<file path="src/rtl/cs_resolve_pkg.sv">
// Shared types and sizing helpers for the carry-save resolve adder.
// Optional zero flag is enabled by defining CS_RESOLVE_ZERO_FLAG_EN.
package cs_resolve_pkg;

  typedef enum logic [1:0] {
    IDLE = 2'd0,
    RUN  = 2'd1,
    DONE = 2'd2
  } cs_state_t;

  // Number of CHUNK-wide slices needed to cover the (width+2)-bit result.
  function automatic int nchunk(input int width, input int chunk);
    return (width + 2 + chunk - 1) / chunk;
  endfunction

endpackage

</file>
<file path="src/rtl/cs_chunk_add.sv">
// CHUNK-bit ripple adder built from full-adder cells, one slice of the resolve.
// Used by cs_resolve_adder (zero flag option CS_RESOLVE_ZERO_FLAG_EN lives there).
module cs_chunk_add
  import cs_resolve_pkg::*;
#(
  parameter int CHUNK = 4
) (
  input  logic [CHUNK-1:0] a,
  input  logic [CHUNK-1:0] b,
  input  logic             ci,
  output logic [CHUNK-1:0] s,
  output logic             co
);

  logic [CHUNK:0] c;

  assign c[0] = ci;

  for (genvar i = 0; i < CHUNK; i++) begin : g_fa
    assign s[i]   = a[i] ^ b[i] ^ c[i];
    assign c[i+1] = (a[i] & b[i]) | (c[i] & (a[i] ^ b[i]));
  end

  assign co = c[CHUNK];

endmodule

</file>
<file path="src/rtl/cs_resolve_adder.sv">
// Chunk-serial carry-propagate resolve of a carry-save pair: result = sum + 2*carry.
// Define CS_RESOLVE_ZERO_FLAG_EN to add the registered zero output.
//
// state | meaning
// IDLE  | in_ready high, waiting for a carry-save pair
// RUN   | one CHUNK-bit slice resolved per cycle, NCHUNK cycles
// DONE  | out_valid high, result held until out_ready
module cs_resolve_adder
  import cs_resolve_pkg::*;
#(
  parameter int WIDTH = 16,
  parameter int CHUNK = 4
) (
  input  logic             clk,
  input  logic             reset_n,
  input  logic             in_valid,
  output logic             in_ready,
  input  logic [WIDTH-1:0] sum_in,
  input  logic [WIDTH-1:0] carry_in,
  output logic             out_valid,
  input  logic             out_ready,
  output logic [WIDTH+1:0] result
`ifdef CS_RESOLVE_ZERO_FLAG_EN
  ,
  output logic             zero
`endif
);

  localparam int RW     = WIDTH + 2;
  localparam int NCHUNK = nchunk(WIDTH, CHUNK);
  localparam int PW     = NCHUNK * CHUNK;
  localparam int CW     = $clog2(NCHUNK + 1);
  localparam int IW     = (NCHUNK > 1) ? $clog2(NCHUNK) : 1;
  localparam logic [CW-1:0] LAST = CW'(NCHUNK - 1);

  cs_state_t state, state_next;
  logic      accept;

  logic [NCHUNK-1:0][CHUNK-1:0] a_reg, b_reg, r_reg;
  logic [PW-1:0]                r_flat;
  logic [CW-1:0]                cnt;
  logic [IW-1:0]                idx;
  logic                         cy;
  logic [CHUNK-1:0]             slice_sum;
  logic                         slice_co;

  always_ff @(posedge clk) begin
    if (!reset_n) state <= IDLE;
    else          state <= state_next;
  end

  always_comb begin
    state_next = state;
    in_ready   = 1'b0;
    out_valid  = 1'b0;
    accept     = 1'b0;
    case (state)
      IDLE: begin
        in_ready = 1'b1;
        if (in_valid) begin
          accept     = 1'b1;
          state_next = RUN;
        end
      end
      RUN: begin
        if (cnt == LAST) state_next = DONE;
      end
      DONE: begin
        out_valid = 1'b1;
        if (out_ready) state_next = IDLE;
      end
      default: state_next = IDLE;
    endcase
  end

  assign idx = cnt[IW-1:0];

  cs_chunk_add #(.CHUNK(CHUNK)) u_chunk_add (
    .a  (a_reg[idx]),
    .b  (b_reg[idx]),
    .ci (cy),
    .s  (slice_sum),
    .co (slice_co)
  );

  // Operands are zero-padded to whole chunks so the top slice needs no special case.
  always_ff @(posedge clk) begin
    if (!reset_n) begin
      a_reg <= '0;
      b_reg <= '0;
      r_reg <= '0;
      cnt   <= '0;
      cy    <= 1'b0;
    end else if (accept) begin
      a_reg <= PW'(sum_in);
      b_reg <= PW'({carry_in, 1'b0});
      cnt   <= '0;
      cy    <= 1'b0;
    end else if (state == RUN) begin
      r_reg[idx] <= slice_sum;
      cy         <= slice_co;
      cnt        <= cnt + CW'(1);
    end
  end

  assign r_flat = r_reg;

  // Gate with out_valid so a stale or partially resolved value never shows.
  assign result = out_valid ? r_flat[RW-1:0] : '0;

  if (PW > RW) begin : g_pad
    logic unused_pad;
    assign unused_pad = ^r_flat[PW-1:RW];
  end

`ifdef CS_RESOLVE_ZERO_FLAG_EN
  logic nz, zero_q;

  // Padding bits of the top slice are always zero, so OR-ing whole slices is exact.
  always_ff @(posedge clk) begin
    if (!reset_n) begin
      nz     <= 1'b0;
      zero_q <= 1'b0;
    end else begin
      if (accept)             nz <= 1'b0;
      else if (state == RUN)  nz <= nz | (|slice_sum);

      if (state == RUN && cnt == LAST)      zero_q <= ~(nz | (|slice_sum));
      else if (state != DONE || out_ready)  zero_q <= 1'b0;
    end
  end

  assign zero = zero_q;
`endif

endmodule

</file>
<file path="config.mk">
export PLATFORM = sky130hd
export DESIGN_NAME = cs_resolve_adder
export DESIGN_NICKNAME = d
export VERILOG_FILES = /design/src/rtl/cs_resolve_pkg.sv /design/src/rtl/cs_chunk_add.sv /design/src/rtl/cs_resolve_adder.sv
export SDC_FILE = /design/constraint.sdc
export NUM_CORES = 1
export LEC_CHECK = 0
export CAP_MARGIN = 20
export CORE_MARGIN = 1.5
export CORE_UTILIZATION = 45
export DETAILED_ROUTE_END_ITERATION = 7
export GPL_TIMING_DRIVEN = 1
export PLACE_DENSITY = 0.72
export SLEW_MARGIN = 10
export SYNTH_ARGS = -nofsm -noshare
export SYNTH_HDL_FRONTEND = slang
export SYNTH_SLANG_ARGS = --single-unit
</file>
<file path="constraint.sdc">
create_clock -name clk -period 4 [get_ports clk]
set_input_delay 0.6 -clock clk [delete_from_list [all_inputs] [get_ports clk]]
set_output_delay 0.6 -clock clk [all_outputs]
set_load 0.02 [all_outputs]
</file>
Word level (Yosys, flattened, before mapping)
Index checks and enable logic that the tools add are counted.
{"block": "classes", "n_addsub": 1, "magnitude_cmp": 2, "n_eq_ne": 6, "mux": 16, "bitwise": 22, "n_reduce_logical": 5}
{"cell": "$bmux W4 S3", "n": 2}
{"cell": "$bwmux W20", "n": 1}
{"cell": "$mux W18", "n": 1}
{"cell": "$demux W4 S3", "n": 1}
{"cell": "$mux W4", "n": 3}
{"cell": "$and A1 B1 Y1", "n": 8}
{"cell": "$xor A1 B1 Y1", "n": 8}
{"cell": "$mux W2", "n": 3}
{"cell": "$ne A2 B2 Y1 const B", "n": 3}
{"cell": "$pmux W2 S3", "n": 1}
{"cell": "$lt A3 B4 Y1 const B", "n": 1}
{"cell": "$mux W1", "n": 4}
{"cell": "$or A1 B1 Y1", "n": 4}
{"cell": "$add A3 B1 Y3 const B", "n": 1}
{"cell": "$eq A3 B3 Y1 const B", "n": 1}
{"cell": "$ge A3 B1 Y1 const B", "n": 1}
{"cell": "$reduce_and A3 Y1", "n": 1}
{"cell": "$eq A2 B1 Y1 const B", "n": 1}
{"cell": "$eq A2 B2 Y1 const B", "n": 1}
{"cell": "$logic_not A2 Y1", "n": 1}
{"cell": "$not A1 Y1", "n": 2}
{"cell": "$reduce_and A2 Y1", "n": 1}
{"cell": "$reduce_or A2 Y1", "n": 1}
{"cell": "$logic_and A1 B1 Y1", "n": 1}
{"block": "totals", "reg_bits": 58, "in_bits": 36, "out_inout_bits": 20, "wordCells": 69}

Longest topological paths before layout
{"block": "logic_depth", "ltp_word": 11, "depth_mapped": 13, "mapped_depth_nobuf": 11}

Hierarchy
Synthesis repeated with hierarchy kept, for this count alone.
{"block": "hier_totals", "cells_unflattened": 297, "hier_area_um2": 2607.5}
{"mod": "cs_resolve_adder", "n_inst": 1, "cells_per_inst": 283, "area_per_inst_um2": 2489.9, "seq_area_each_um2": 1121.1}
{"mod": "cs_chunk_add", "n_inst": 1, "cells_per_inst": 14, "area_per_inst_um2": 117.6, "seq_area_each_um2": 0.0}

Worst setup path before layout
Ideal clock, no wire load.
{"block": "synth_timing", "path_type": "reg-to-reg", "start": "register cnt[0]", "end": "register r_reg, in the netlist r_flat[7]", "setup_time_ns": 0.122, "arrival_ns": 2.619, "required_time_ns": 3.878, "path_slack_ns": 1.259, "path_stages_with_launch": 14, "n_path_buf": 2, "synth_period_minus_slack_ns": 2.741, "path_cell_list": "dfxtp_1 -> buf_2 -> buf_2 -> mux2i_1 -> nor3_1 -> a21oi_1 -> fa_1 -> inv_1 -> fa_1 -> inv_1 -> fa_1 -> fa_1 -> nand2b_1 -> mux2i_1"}
{"block": "synth_between", "elab_chain_len": 11, "elab_cells_between_ends": 24, "classes_between": "order compare (2); mux (7); bitwise (14); reduce/logical (1)"}
{"item": "from (decl)", "line": "cs_resolve_adder.sv:41", "text": "logic [CW-1:0] cnt;"}
{"item": "from (signal assigned)", "line": "cs_resolve_adder.sv:102", "text": "cnt <= cnt + CW'(1);"}
{"item": "$bmux W4 S3 (on tied branches)", "line": "cs_resolve_adder.sv:79, cs_resolve_adder.sv:80"}
{"item": "$mux W4 (on tied branches)", "line": "cs_resolve_adder.sv:79, cs_resolve_adder.sv:80"}
{"item": "$xor A1 B1 Y1", "line": "cs_chunk_add.sv:21", "text": "assign c[i+1] = (a[i] & b[i]) | (c[i] & (a[i] ^ b[i]));"}
{"item": "$and A1 B1 Y1", "line": "cs_chunk_add.sv:21"}
{"item": "$or A1 B1 Y1", "line": "cs_chunk_add.sv:21"}
{"item": "$and A1 B1 Y1", "line": "cs_chunk_add.sv:21"}
{"item": "$or A1 B1 Y1", "line": "cs_chunk_add.sv:21"}
{"item": "$and A1 B1 Y1", "line": "cs_chunk_add.sv:21"}
{"item": "$or A1 B1 Y1", "line": "cs_chunk_add.sv:21"}
{"item": "$xor A1 B1 Y1", "line": "cs_chunk_add.sv:20", "text": "assign s[i] = a[i] ^ b[i] ^ c[i];"}
{"item": "$bwmux W20 *", "line": "cs_resolve_adder.sv:100", "text": "r_reg[idx] <= slice_sum;"}
{"item": "to (signal, indexed assignment)", "line": "cs_resolve_adder.sv:100"}
{"item": "to (decl)", "line": "cs_resolve_adder.sv:39", "text": "logic [NCHUNK-1:0][CHUNK-1:0] a_reg, b_reg, r_reg;"}
Every way passes the cells marked *; elsewhere a longest branch is shown, timed or not. The select of a mux whose other input is x is not followed.
A chain may end at the register's enable or synchronous reset.

Final worst setup path
{"block": "layout_timing", "start": "register cnt[0]", "end": "register r_reg, in the netlist r_flat[11]"}
The elaborated chain is that of the path after synthesis.

==> reports/metrics.cfg <==
[clocking]
cts_setup_buffers=0
clock_sinks=56
cts-resized-gates=0
cts_tree=built
clk_latency_ns=0.31
holdBufCountCts=0
root_buffer=clkbuf_8
clk_pin_slew_ns=0.09
cts_made_buffers=5
cts.htree.levels=2
cts_buffer_depth=2

[critical_path]
cp.required_ns=4.24
reg2reg_slack_ns=0.87
startpoint_type=flop
critPathArrivalTime_ns=3.37
critPathMaxFanout=16
end_kind=flop
crit_type=flop to flop

[global_routing]
grt-ovfl-total=0
antenna_found_initial=0
grt_max_degree=33
grt_pass1_vias=1967
grt.total_usage_pct=17.7
grt_pass1_wl_um=8930

[timing]
timing.final.hold_violations=0
max-slew-margin-rel_pct=40.7
min_period_over_period_pct=78.3
finClkSkew_ns=0.00218
finalSetupTns_ns=0
fmax_mhz=319
rsz0062_at_grt=no
min_period_ns=3.13
worst_slew_pin_slew_ns=0.887
finalSetupViolations=0
maxSlewViolCount=0

[synth]
yosys_warnings=0
syn_inst=295
netlist_area_mm2=0.00271
synth.avg_cell_area_um2=9.19
yosysSeqAreaShare_pct=41.3
synth_area_leader_cell=dfxtp_1
ys_top_cells_by_area=dfxtp_1, nand2_1, a21boi_1
synth_top_area_share_pct=41.3
synth_cell_types=33
synth_seq_cells=56
synth_nets=337

[cells_and_area]
fin_nets=381
antenna_cells=0
largest_register_ffs=18
layout_common_cells=nand2_1, dfxtp_1, clkdlybuf4s50_1
stdcell_count=415
area_growth_pct=23.5
drive_above_1_share_pct=8.82
mostFrequentLayoutCell=nand2_1

[place]
routabilityCongestion=0.746
dpl.hpwl_um=3860
io_buffers=55
placed_cells=406

[routing]
via_per_inst=4.97
drt_iter0_drc=122
routedWlPerCell_um=12.4
ant_nets=0
vias=2061
first_pass_iters=4
drt-total-wl_um=5160
route.detailed.drc=0

[min_path]
min_path_type=flop to flop

[flow_run]
cap_violations=0

[floorplanning]
ios=56
fp.dieW_um=80.6
rows=28
initial_core_util_pct=46.1
core_area_mm2=0.00589
die-area_mm2=0.00650
die_y_um=80.6

[power]
p_leak_uw=0.00129
ir_drop_uv=161
powerDensity_mw_per_mm2=317

[run_status]
outcome=completed

-- per-stage QoR --
| stage | worst slack (ns) | util [%] | area (µm²) | hold WS, ns | power (µW) |
|---|---|---|---|---|---|
| 3_3_place_gp | 0.971 | 55.1 | 3240 | 0.441 | 757 |
| 3_5_place_dp | 0.885 | 55.1 | 3240 | 0.446 | 760 |
| 6_report | 0.866 | 56.9 | 3350 | 0.457 | 1060 |
| 5_1_grt | 0.633 | 56.9 | 3350 | 0.477 | 1110 |
| 2_1_floorplan | 1.26 | - | 2710 | 0.430 | 709 |
| 4_1_cts | 0.843 | 56.6 | 3330 | 0.459 | 1070 |
-- area by class of cell --
| cell class | count | area [µm²] |
|---|---|---|
| Multi-Input combinational cell | 211 | 1430 |
| Tap cell | 75 | 93.8 |
| Fill cell | 539 | 2540 |
| Sequential cell | 56 | 1120 |
| Inverter | 6 | 22.5 |
| Clock buffer | 8 | 90.1 |
| Timing Repair Buffer | 59 | 588 |
-- Yosys cell counts --
| cell | number |
|---|---|
| a21boi_0 | 3 |
| a21boi_1 | 30 |
| a21oi_1 | 1 |
| a22oi_1 | 1 |
| a31oi_1 | 1 |
| a32oi_1 | 1 |
| and2_1 | 19 |
| and3_1 | 2 |
| buf_12 | 1 |
| buf_2 | 9 |
| buf_6 | 4 |
| clkbuf_1 | 7 |
| clkbuf_2 | 1 |
| dfxtp_1 | 56 |
| fa_1 | 4 |
| ha_1 | 2 |
| inv_1 | 6 |
| mux2i_1 | 19 |
| mux4_2 | 7 |
| nand2_1 | 80 |
| nand2_2 | 10 |
| nand2b_1 | 9 |
| nand3_1 | 3 |
| nor2_1 | 2 |
| nor2b_1 | 7 |
| nor3_1 | 1 |
| nor3b_1 | 1 |
| nor3b_2 | 2 |
| o21ai_0 | 1 |
| o21ba_2 | 1 |
| o21bai_1 | 1 |
| o22ai_1 | 2 |
| or3b_1 | 1 |
-- worst max-delay path, stage by stage, from the launching register on --
cell      delay (ns)
dfxtp_1         0.77
mux4_2          0.58
nand2b_1        0.11
fa_1            0.18
inv_1           0.05
fa_1            0.35
inv_1           0.08
fa_1            0.18
fa_1            0.39
nand2b_1        0.20
mux2i_1         0.18
-- where the power goes --
part           switching [µW]  internal, µW  leakage, µW
Clock                     171           142    0.0000455
Sequential               21.9           581     0.000457
Combinational            63.7          80.4     0.000792
Total                     257           803      0.00129
-- cells by family (layout without fill, tap and decap cells) --
| logic type | count (synthesis) | after routing | share of synthesized area, % |
|---|---|---|---|
| simple gates | 137 | 137 | 24.5 |
| flops | 56 | 56 | 41.3 |
| compound gates | 42 | 42 | 11.4 |
| buf+inv | 28 | 73 | 6.04 |
| mux | 26 | 26 | 12.8 |
| fa+ha+maj | 6 | 6 | 3.88 |
-- metal layers --
metal | vias up | part of all wire [%] | global-route usage, %
met5 | - | 0 | 0
met1 | 959 | 47 | 22.7
met2 | 46 | 48 | 29.9
met3 | 7 | 3.6 | 3.07
li1 | 1049 | - | -
met4 | 0 | 1.5 | 6.21
-- final timing paths --
path                                             from  depth (start not counted)                 endpoint
worst max-delay path              cnt[0]$_SDFFE_PP0N_                         10  r_flat[11]$_SDFFE_PN0P_
worst min-delay path            b_reg[7]$_SDFFE_PN0P_                          2    b_reg[7]$_SDFFE_PN0P_
worst max register to register    cnt[0]$_SDFFE_PP0N_                         10  r_flat[11]$_SDFFE_PN0P_
worst min register to register  b_reg[7]$_SDFFE_PN0P_                          2    b_reg[7]$_SDFFE_PN0P_
No activity file was read; power rests on OpenSTA's default activity.
